`config.mk`:
```
export PLATFORM = sky130hd
export DESIGN_NAME = regfile_param_flat
export DESIGN_NICKNAME = d
export VERILOG_FILES = /design/src/rtl/regfile_param_if.sv /design/src/rtl/regfile_param.sv /design/src/flat_wrapper.sv
export SDC_FILE = /design/constraint.sdc
export NUM_CORES = 2
export LEC_CHECK = 0
export ABC_CLOCK_PERIOD_IN_PS = 6200
export BUFFER_PORTS_ARGS = -buffer_cell sky130_fd_sc_hd__clkbuf_2
export CORE_MARGIN = 3
export CORE_UTILIZATION = 57
export DETAILED_ROUTE_END_ITERATION = 8
export PLACE_DENSITY = 0.75
export SETUP_SLACK_MARGIN = 0.02
export SYNTH_ARGS = -nofsm -noshare
export SYNTH_HDL_FRONTEND = slang
export SYNTH_SLANG_ARGS = --single-unit
```
`constraint.sdc`:
```
create_clock -name clock -period 6.2 [get_ports clock]
set_clock_uncertainty 0.1 [all_clocks]
set_input_delay 1.86 -clock clock [delete_from_list [all_inputs] [get_ports clock]]
set_output_delay 1.86 -clock clock [all_outputs]
set_load 0.005 [all_outputs]
```
`src/rtl/regfile_param_if.sv`:
```
// Bus bundle for regfile_param: operand read ports, write handshake, clear control and debug read.
// The slave modport is the register file; the master modport is the datapath driving it.
interface regfile_param_if #(
  parameter int DATA_WIDTH = 32,
  parameter int ADDR_WIDTH = 5,
  parameter int NUM_READ   = 2
);
  logic [NUM_READ*ADDR_WIDTH-1:0] rd_addr;
  logic [NUM_READ*DATA_WIDTH-1:0] rd_data;
  logic                           wr_en;
  logic [ADDR_WIDTH-1:0]          wr_addr;
  logic [DATA_WIDTH-1:0]          wr_data;
  logic                           wr_ready;
  logic                           clear_req;
  logic                           clear_busy;
  logic                           clear_done;
  logic [ADDR_WIDTH-1:0]          debug_addr;
  logic [DATA_WIDTH-1:0]          debug_data;

  modport master (
    output rd_addr, wr_en, wr_addr, wr_data, clear_req, debug_addr,
    input  rd_data, wr_ready, clear_busy, clear_done, debug_data
  );

  modport slave (
    input  rd_addr, wr_en, wr_addr, wr_data, clear_req, debug_addr,
    output rd_data, wr_ready, clear_busy, clear_done, debug_data
  );
endinterface

```
`src/rtl/regfile_param.sv`:
```
// Parametrised multi-read-port register file with registered reads, debug read and sequential clear.
// Optional macro REGFILE_BYPASS_EN selects write-first operand reads; undefined gives read-first.
module regfile_param #(
  parameter int DATA_WIDTH = 32,
  parameter int ADDR_WIDTH = 5,
  parameter int NUM_READ   = 2,
  parameter int ZERO_REG   = 1
) (
  input  logic           clock,
  input  logic           reset,
  regfile_param_if.slave bus
);
  localparam int DEPTH = 1 << ADDR_WIDTH;
  localparam logic [ADDR_WIDTH-1:0] LAST_ADDR = {ADDR_WIDTH{1'b1}};

`ifdef REGFILE_BYPASS_EN
  localparam bit BYPASS = 1'b1;
`else
  localparam bit BYPASS = 1'b0;
`endif

  typedef enum logic [1:0] {IDLE, CLEAR, DONE} state_t;

  state_t                state;
  logic [ADDR_WIDTH-1:0] clr_cnt;
  logic                  wr_ready_q;
  logic                  clear_busy_q;
  logic                  clear_done_q;
  logic [DATA_WIDTH-1:0] mem [DEPTH];
  logic [DATA_WIDTH-1:0] debug_q;
  logic                  wr_accept;
  logic                  wr_to_array;

  assign wr_accept   = bus.wr_en && wr_ready_q;
  assign wr_to_array = wr_accept && !(ZERO_REG != 0 && bus.wr_addr == '0);

  // NOTE: every register below is updated with <= so all flops see pre-edge values of each other.
  always_ff @(posedge clock) begin
    if (!reset) begin
      state        <= IDLE;
      clr_cnt      <= '0;
      wr_ready_q   <= 1'b1;
      clear_busy_q <= 1'b0;
      clear_done_q <= 1'b0;
    end else begin
      case (state)
        IDLE: begin
          clear_done_q <= 1'b0;
          if (bus.clear_req) begin
            state        <= CLEAR;
            clr_cnt      <= '0;
            wr_ready_q   <= 1'b0;
            clear_busy_q <= 1'b1;
          end
        end
        CLEAR: begin
          if (clr_cnt == LAST_ADDR) begin
            state        <= DONE;
            clr_cnt      <= '0;
            clear_busy_q <= 1'b0;
            clear_done_q <= 1'b1;
          end else begin
            clr_cnt <= clr_cnt + 1'b1;
          end
        end
        DONE: begin
          state        <= IDLE;
          clear_done_q <= 1'b0;
          wr_ready_q   <= 1'b1;
        end
        default: begin
          state        <= IDLE;
          clr_cnt      <= '0;
          wr_ready_q   <= 1'b1;
          clear_busy_q <= 1'b0;
          clear_done_q <= 1'b0;
        end
      endcase
    end
  end

  // NOTE: the array is reset on purpose: every entry must read 0 after reset, so this maps to flops.
  always_ff @(posedge clock) begin
    if (!reset) begin
      for (int i = 0; i < DEPTH; i++) mem[i] <= '0;
    end else if (state == CLEAR) begin
      mem[clr_cnt] <= '0;
    end else if (wr_to_array) begin
      mem[bus.wr_addr] <= bus.wr_data;
    end
  end

  for (genvar k = 0; k < NUM_READ; k++) begin : g_read
    logic [ADDR_WIDTH-1:0] addr;
    logic [DATA_WIDTH-1:0] rd_next;
    logic [DATA_WIDTH-1:0] rd_q;

    assign addr = bus.rd_addr[k*ADDR_WIDTH +: ADDR_WIDTH];

    // NOTE: rd_next gets a default before any condition so no latch can be inferred.
    always_comb begin
      rd_next = mem[addr];
      if (BYPASS && wr_accept && bus.wr_addr == addr) rd_next = bus.wr_data;
      if (ZERO_REG != 0 && addr == '0) rd_next = '0;
    end

    always_ff @(posedge clock) begin
      if (!reset) rd_q <= '0;
      else        rd_q <= rd_next;
    end

    assign bus.rd_data[k*DATA_WIDTH +: DATA_WIDTH] = rd_q;
  end

  // Debug port never bypasses: it always shows the array as it was before this edge's write.
  always_ff @(posedge clock) begin
    if (!reset)                                    debug_q <= '0;
    else if (ZERO_REG != 0 && bus.debug_addr == '0) debug_q <= '0;
    else                                           debug_q <= mem[bus.debug_addr];
  end

  assign bus.debug_data = debug_q;
  assign bus.wr_ready   = wr_ready_q;
  assign bus.clear_busy = clear_busy_q;
  assign bus.clear_done = clear_done_q;
endmodule

```
`src/flat_wrapper.sv`:
```
// flat-port wrapper written by rule: the top's interface ports become plain ports
module regfile_param_flat 
#(
  parameter int DATA_WIDTH = 32,
  parameter int ADDR_WIDTH = 5,
  parameter int NUM_READ   = 2,
  parameter int ZERO_REG   = 1
)
  (clock, reset, bus_rd_addr, bus_wr_en, bus_wr_addr, bus_wr_data, bus_clear_req, bus_debug_addr, bus_rd_data, bus_wr_ready, bus_clear_busy, bus_clear_done, bus_debug_data);
  regfile_param_if #(.DATA_WIDTH(DATA_WIDTH), .ADDR_WIDTH(ADDR_WIDTH), .NUM_READ(NUM_READ)) bus_i ();
  input  logic clock;
  input  logic reset;
  input wire logic [$bits(bus_i.rd_addr)-1:0] bus_rd_addr;
  input wire logic [$bits(bus_i.wr_en)-1:0] bus_wr_en;
  input wire logic [$bits(bus_i.wr_addr)-1:0] bus_wr_addr;
  input wire logic [$bits(bus_i.wr_data)-1:0] bus_wr_data;
  input wire logic [$bits(bus_i.clear_req)-1:0] bus_clear_req;
  input wire logic [$bits(bus_i.debug_addr)-1:0] bus_debug_addr;
  output wire logic [$bits(bus_i.rd_data)-1:0] bus_rd_data;
  output wire logic [$bits(bus_i.wr_ready)-1:0] bus_wr_ready;
  output wire logic [$bits(bus_i.clear_busy)-1:0] bus_clear_busy;
  output wire logic [$bits(bus_i.clear_done)-1:0] bus_clear_done;
  output wire logic [$bits(bus_i.debug_data)-1:0] bus_debug_data;
  assign bus_i.rd_addr = bus_rd_addr;
  assign bus_i.wr_en = bus_wr_en;
  assign bus_i.wr_addr = bus_wr_addr;
  assign bus_i.wr_data = bus_wr_data;
  assign bus_i.clear_req = bus_clear_req;
  assign bus_i.debug_addr = bus_debug_addr;
  assign bus_rd_data = bus_i.rd_data;
  assign bus_wr_ready = bus_i.wr_ready;
  assign bus_clear_busy = bus_i.clear_busy;
  assign bus_clear_done = bus_i.clear_done;
  assign bus_debug_data = bus_i.debug_data;
  regfile_param #(.DATA_WIDTH(DATA_WIDTH), .ADDR_WIDTH(ADDR_WIDTH), .NUM_READ(NUM_READ), .ZERO_REG(ZERO_REG)) u_core (.clock(clock), .reset(reset), .bus(bus_i));
endmodule
```
==> out/metrics.json <==
{
  "cts": {
    "post_cts_resize_count": 0,
    "cts_buffer_depth": 3,
    "cts_tree": "built",
    "path_clk_slew_ns": 0.06,
    "clkLatencyLatePin_ns": 0.74,
    "post-cts-setup-buffer-count": 0,
    "clock-sinks": 1130,
    "cts-buffers-inserted": 118,
    "cts_htree_levels": 3,
    "hold_buffers": 0,
    "clock_tree.root_cell": "sky130_fd_sc_hd__clkbuf_16"
  },
  "route": {
    "route.top_layer_used": "met5",
    "drc": 0,
    "via_count": 46358,
    "detail_route.vias_per_cell": 7.54,
    "met1_wire_length_mm": 71.6,
    "dr.pass1.iters": 6,
    "drt_first_iter_violations": 7795,
    "met2_layer_wire_length_in_the_routed_design_mm": 97.7,
    "route.detailed.wl_per_inst_um": 35.9,
    "wl_met3_mm": 31.6,
    "routed_wirelength_mm": 221,
    "route.antenna.remaining_nets": 0
  },
  "sta": {
    "unrepaired_setup_endpoints_after_global_routing": "no",
    "slew_headroom_pct": -3.48,
    "timing.final.crit_share_pct": 74.6,
    "transition_time_of_the_tightest_slew_check_pin_ns": 1.55,
    "report.final.setup_viol": 0,
    "totalNegativeSetupSlack_ns": 0,
    "maxClockFrequency_mhz": 216,
    "hold_violations": 0,
    "min_period_ns": 4.62,
    "slew_violations": 33
  },
  "global_route": {
    "antenna_found_initial": 10,
    "gr-total-overflow": 0,
    "largest_net_degree_at_the_start_of_global_routing": 107,
    "grt_pass1_vias": 45443,
    "global_route_wire_length_before_repair_mm": 316,
    "track_usage_pct": 37.9
  },
  "setup_path": {
    "max_stage_delay_ns": 0.72,
    "critical_path.slowest_cell": "sky130_fd_sc_hd__o21ai_4",
    "timing.setup.critical_path_class": "in -> reg",
    "timing.critical_path.from_type": "input port",
    "worstPathCellList": "clkbuf_2 -> nor4_2 -> nand2b_1 -> a21oi_1 -> o221ai_4 -> o21ai_4 -> buf_4",
    "worst_path_dominant_cell_family": "compound AO/OA/AOI/OAI gates",
    "cp_max_fo": 14,
    "timing.critical_path.required_ns": 6.52,
    "cp_data_arrival_time_ns": 4.94,
    "cp-end-kind": "flip-flop",
    "worst-path-buf-inv": 2
  },
  "worst_hold_path": {
    "hold_path.class": "reg -> reg"
  },
  "yosys": {
    "number_of_flops_mapped_to_enable_cells_by_yosys": 1024,
    "postSynthCellCount": 4531,
    "postSynth.topFlopCell": "sky130_fd_sc_hd__edfxtp_1",
    "post_synth.cell_area_avg_um2": 14.0,
    "synthArstFlopShare_pct": 0,
    "synth-warning-count": 0,
    "ff_latch_count_synth": 1130,
    "synth_seq_area_share_pct": 51.9,
    "synth_cell_type_count": 55,
    "synthesis.area_um2": 63300
  },
  "power": {
    "power.density_nw_per_um2": 266,
    "worst_ir_drop_vdd_v": 0.000236,
    "p_leak_nw": 24.2
  },
  "placed_design": {
    "portbufs": 154,
    "finalWeightedCongestion": 0.976,
    "detailed_place_hpwl_mm": 135
  },
  "floorplanning": {
    "fp.coreArea_um2": 110000,
    "initial_utilization_pct": 57.8,
    "design.portCount": 155,
    "fp.dieArea_um2": 115000,
    "fp.dieW_um": 339,
    "site_row_count": 121,
    "die_height_um": 339
  },
  "final_layout": {
    "layout.core_utilization_pct": 64.3,
    "design.final.nets": 4620,
    "flow.area_growth_from_synthesis_pct": 11.2,
    "drive_gt1_share_pct": 27.1
  },
  "flow_run": {
    "cap_viol_max_count": 2
  },
  "run_status": {
    "violations_in_the_final_reports": "max-capacitance violations, max-slew violations",
    "status": "complete, but fails checks"
  }
}
cell usage after synthesis, types with 6 or more instances:
| library cell | instances | area share (%) |
|---|---|---|
| sky130_fd_sc_hd__mux2i_1 | 469 | 7.4 |
| sky130_fd_sc_hd__o22a_1 | 50 | 0.69 |
| sky130_fd_sc_hd__a221oi_1 | 6 | 0.083 |
| sky130_fd_sc_hd__nand3_1 | 9 | 0.071 |
| sky130_fd_sc_hd__edfxtp_1 | 1024 | 49 |
| sky130_fd_sc_hd__nand2_1 | 176 | 1.0 |
| sky130_fd_sc_hd__buf_6 | 8 | 0.14 |
| sky130_fd_sc_hd__and2_1 | 100 | 0.99 |
| sky130_fd_sc_hd__a31oi_1 | 16 | 0.16 |
| sky130_fd_sc_hd__o22ai_1 | 58 | 0.57 |
| sky130_fd_sc_hd__a22o_1 | 23 | 0.32 |
| sky130_fd_sc_hd__nor3_1 | 18 | 0.14 |
| sky130_fd_sc_hd__buf_1 | 52 | 0.31 |
| sky130_fd_sc_hd__nor2_1 | 942 | 5.6 |
| sky130_fd_sc_hd__clkbuf_1 | 218 | 1.3 |
| sky130_fd_sc_hd__o221ai_1 | 98 | 1.4 |
| sky130_fd_sc_hd__o21ai_0 | 73 | 0.58 |
| sky130_fd_sc_hd__nand2b_1 | 8 | 0.079 |
| sky130_fd_sc_hd__nor2b_1 | 21 | 0.21 |
| sky130_fd_sc_hd__a211oi_1 | 91 | 1.1 |
| sky130_fd_sc_hd__and3_1 | 9 | 0.089 |
| sky130_fd_sc_hd__dfxtp_1 | 106 | 3.4 |
| sky130_fd_sc_hd__mux4_2 | 616 | 22 |
| sky130_fd_sc_hd__a22oi_1 | 23 | 0.27 |
| sky130_fd_sc_hd__a21oi_1 | 29 | 0.23 |
| sky130_fd_sc_hd__mux2_2 | 90 | 1.6 |
| sky130_fd_sc_hd__buf_2 | 139 | 1.1 |
sequential cells by signal, summed over array words and instances, names as in the netlist:
name	flops
u_core.bus.clear_busy	1
u_core.bus.clear_done	1
u_core.bus.debug_data	32
u_core.bus.wr_ready	1
u_core.clr_cnt	5
u_core.g_read.rd_q	64
u_core.mem	1024
u_core.state	2
layout make-up:
| class | instances | area, um2 |
|---|---|---|
| Inverter | 5 | 18.8 |
| Timing Repair Buffer | 299 | 2280 |
| Sequential cell | 1130 | 32900 |
| Fill cell | 7893 | 39200 |
| Clock buffer | 152 | 3220 |
| Antenna cell | 6 | 15.0 |
| Multi-Input combinational cell | 3008 | 29300 |
| Tap cell | 1476 | 1850 |
| Clock inverter | 71 | 842 |
worst register-to-register path: stages, from the launching register on:
cell	delay, ns
sky130_fd_sc_hd__dfxtp_1	0.44
sky130_fd_sc_hd__nor2b_1	0.56
sky130_fd_sc_hd__nand2_1	0.19
sky130_fd_sc_hd__nor3_1	0.60
sky130_fd_sc_hd__a22oi_2	0.26
sky130_fd_sc_hd__buf_4	0.43
sky130_fd_sc_hd__o21ai_4	0.22
sky130_fd_sc_hd__buf_4	0.63
cells in the final DEF (no fill, tap or decap), types with 9 or more instances in the layout:
master                      netlist  final
sky130_fd_sc_hd__a211oi_1        91     91
sky130_fd_sc_hd__a21oi_1         29     28
sky130_fd_sc_hd__a22o_1          23     23
sky130_fd_sc_hd__a22oi_1         23     17
sky130_fd_sc_hd__a31oi_1         16     14
sky130_fd_sc_hd__and2_1         100     99
sky130_fd_sc_hd__and3_1           9      9
sky130_fd_sc_hd__buf_12           0     26
sky130_fd_sc_hd__buf_4            2    122
sky130_fd_sc_hd__bufinv_16        0     18
sky130_fd_sc_hd__clkbuf_1       218     20
sky130_fd_sc_hd__clkbuf_16        0    118
sky130_fd_sc_hd__clkbuf_2         0    142
sky130_fd_sc_hd__clkbuf_8         0     15
sky130_fd_sc_hd__clkinv_1         0     15
sky130_fd_sc_hd__clkinv_2         0     24
sky130_fd_sc_hd__conb_1           1     32
sky130_fd_sc_hd__dfxtp_1        106    106
sky130_fd_sc_hd__edfxtp_1      1024   1024
sky130_fd_sc_hd__mux2_2          90     90
sky130_fd_sc_hd__mux2i_1        469    469
sky130_fd_sc_hd__mux4_2         616    616
sky130_fd_sc_hd__nand2_1        176    175
sky130_fd_sc_hd__nor2_1         942    941
sky130_fd_sc_hd__nor2b_1         21     20
sky130_fd_sc_hd__nor3_1          18     17
sky130_fd_sc_hd__o21ai_0         73     41
sky130_fd_sc_hd__o21ai_4          0     34
sky130_fd_sc_hd__o221ai_1        98     96
sky130_fd_sc_hd__o22a_1          50     50
sky130_fd_sc_hd__o22ai_1         58     58
stage by stage:
step	hold WS [ns]	worst slack (ns)	power (mW)	cell area (um2)	instances
finish	0.406	1.58	18.7	70400	6147
global route	0.474	1.51	19.1	70400	6141
CTS	0.415	1.67	18.7	70400	6141
detailed placement	0.405	0.926	11.3	66400	5918
global placement	0.394	0.966	11.3	66400	5918
floorplan	0.365	0.131	10.4	63400	4562
metal layers:
| layer | vias up | global-route usage (%) |
|---|---|---|
| li1 | 17943 | - |
| met1 | 23119 | 48.5 |
| met2 | 4410 | 56.4 |
| met3 | 874 | 10.2 |
| met4 | 12 | 26.9 |
| met5 | - | 1.00 |
power breakdown:
part / total, mW / internal, mW / switching (mW)
Clock: 7.49 / 4.41 / 3.09
Combinational: 2.39 / 0.972 / 1.42
Sequential: 8.86 / 8.61 / 0.254
cells by family (layout without fill, tap and decap cells):
group,after synthesis,count (layout),synth area share (%)
fa+ha+maj,2,2,0.0395
flops,1130,1130,51.9
buf+inv,424,527,2.89
other cells,1,38,0.00592
xor+xnor,3,3,0.0415
compound gates,486,486,5.60
mux,1175,1175,30.9
simple gates,1310,1310,8.58
path summary, 6_finish.rpt:
path | from | end | slack [ns] | cells past startpoint
setup reg to reg | u_core.state[0]$_SDFFE_PN0P_ | u_core.mem[4][10]$_SDFFCE_PN0P_ | 2.35 | 7
hold / removal | u_core.bus.clear_done$_SDFFE_PN0P_ | u_core.bus.clear_done$_SDFFE_PN0P_ | 0.41 | 2
setup / recovery | bus_wr_addr[1] | u_core.mem[9][8]$_SDFFCE_PN0P_ | 1.58 | 7
hold reg to reg | u_core.bus.clear_done$_SDFFE_PN0P_ | u_core.bus.clear_done$_SDFFE_PN0P_ | 0.41 | 2
Note: power is estimated with default switching activity, not from simulation.
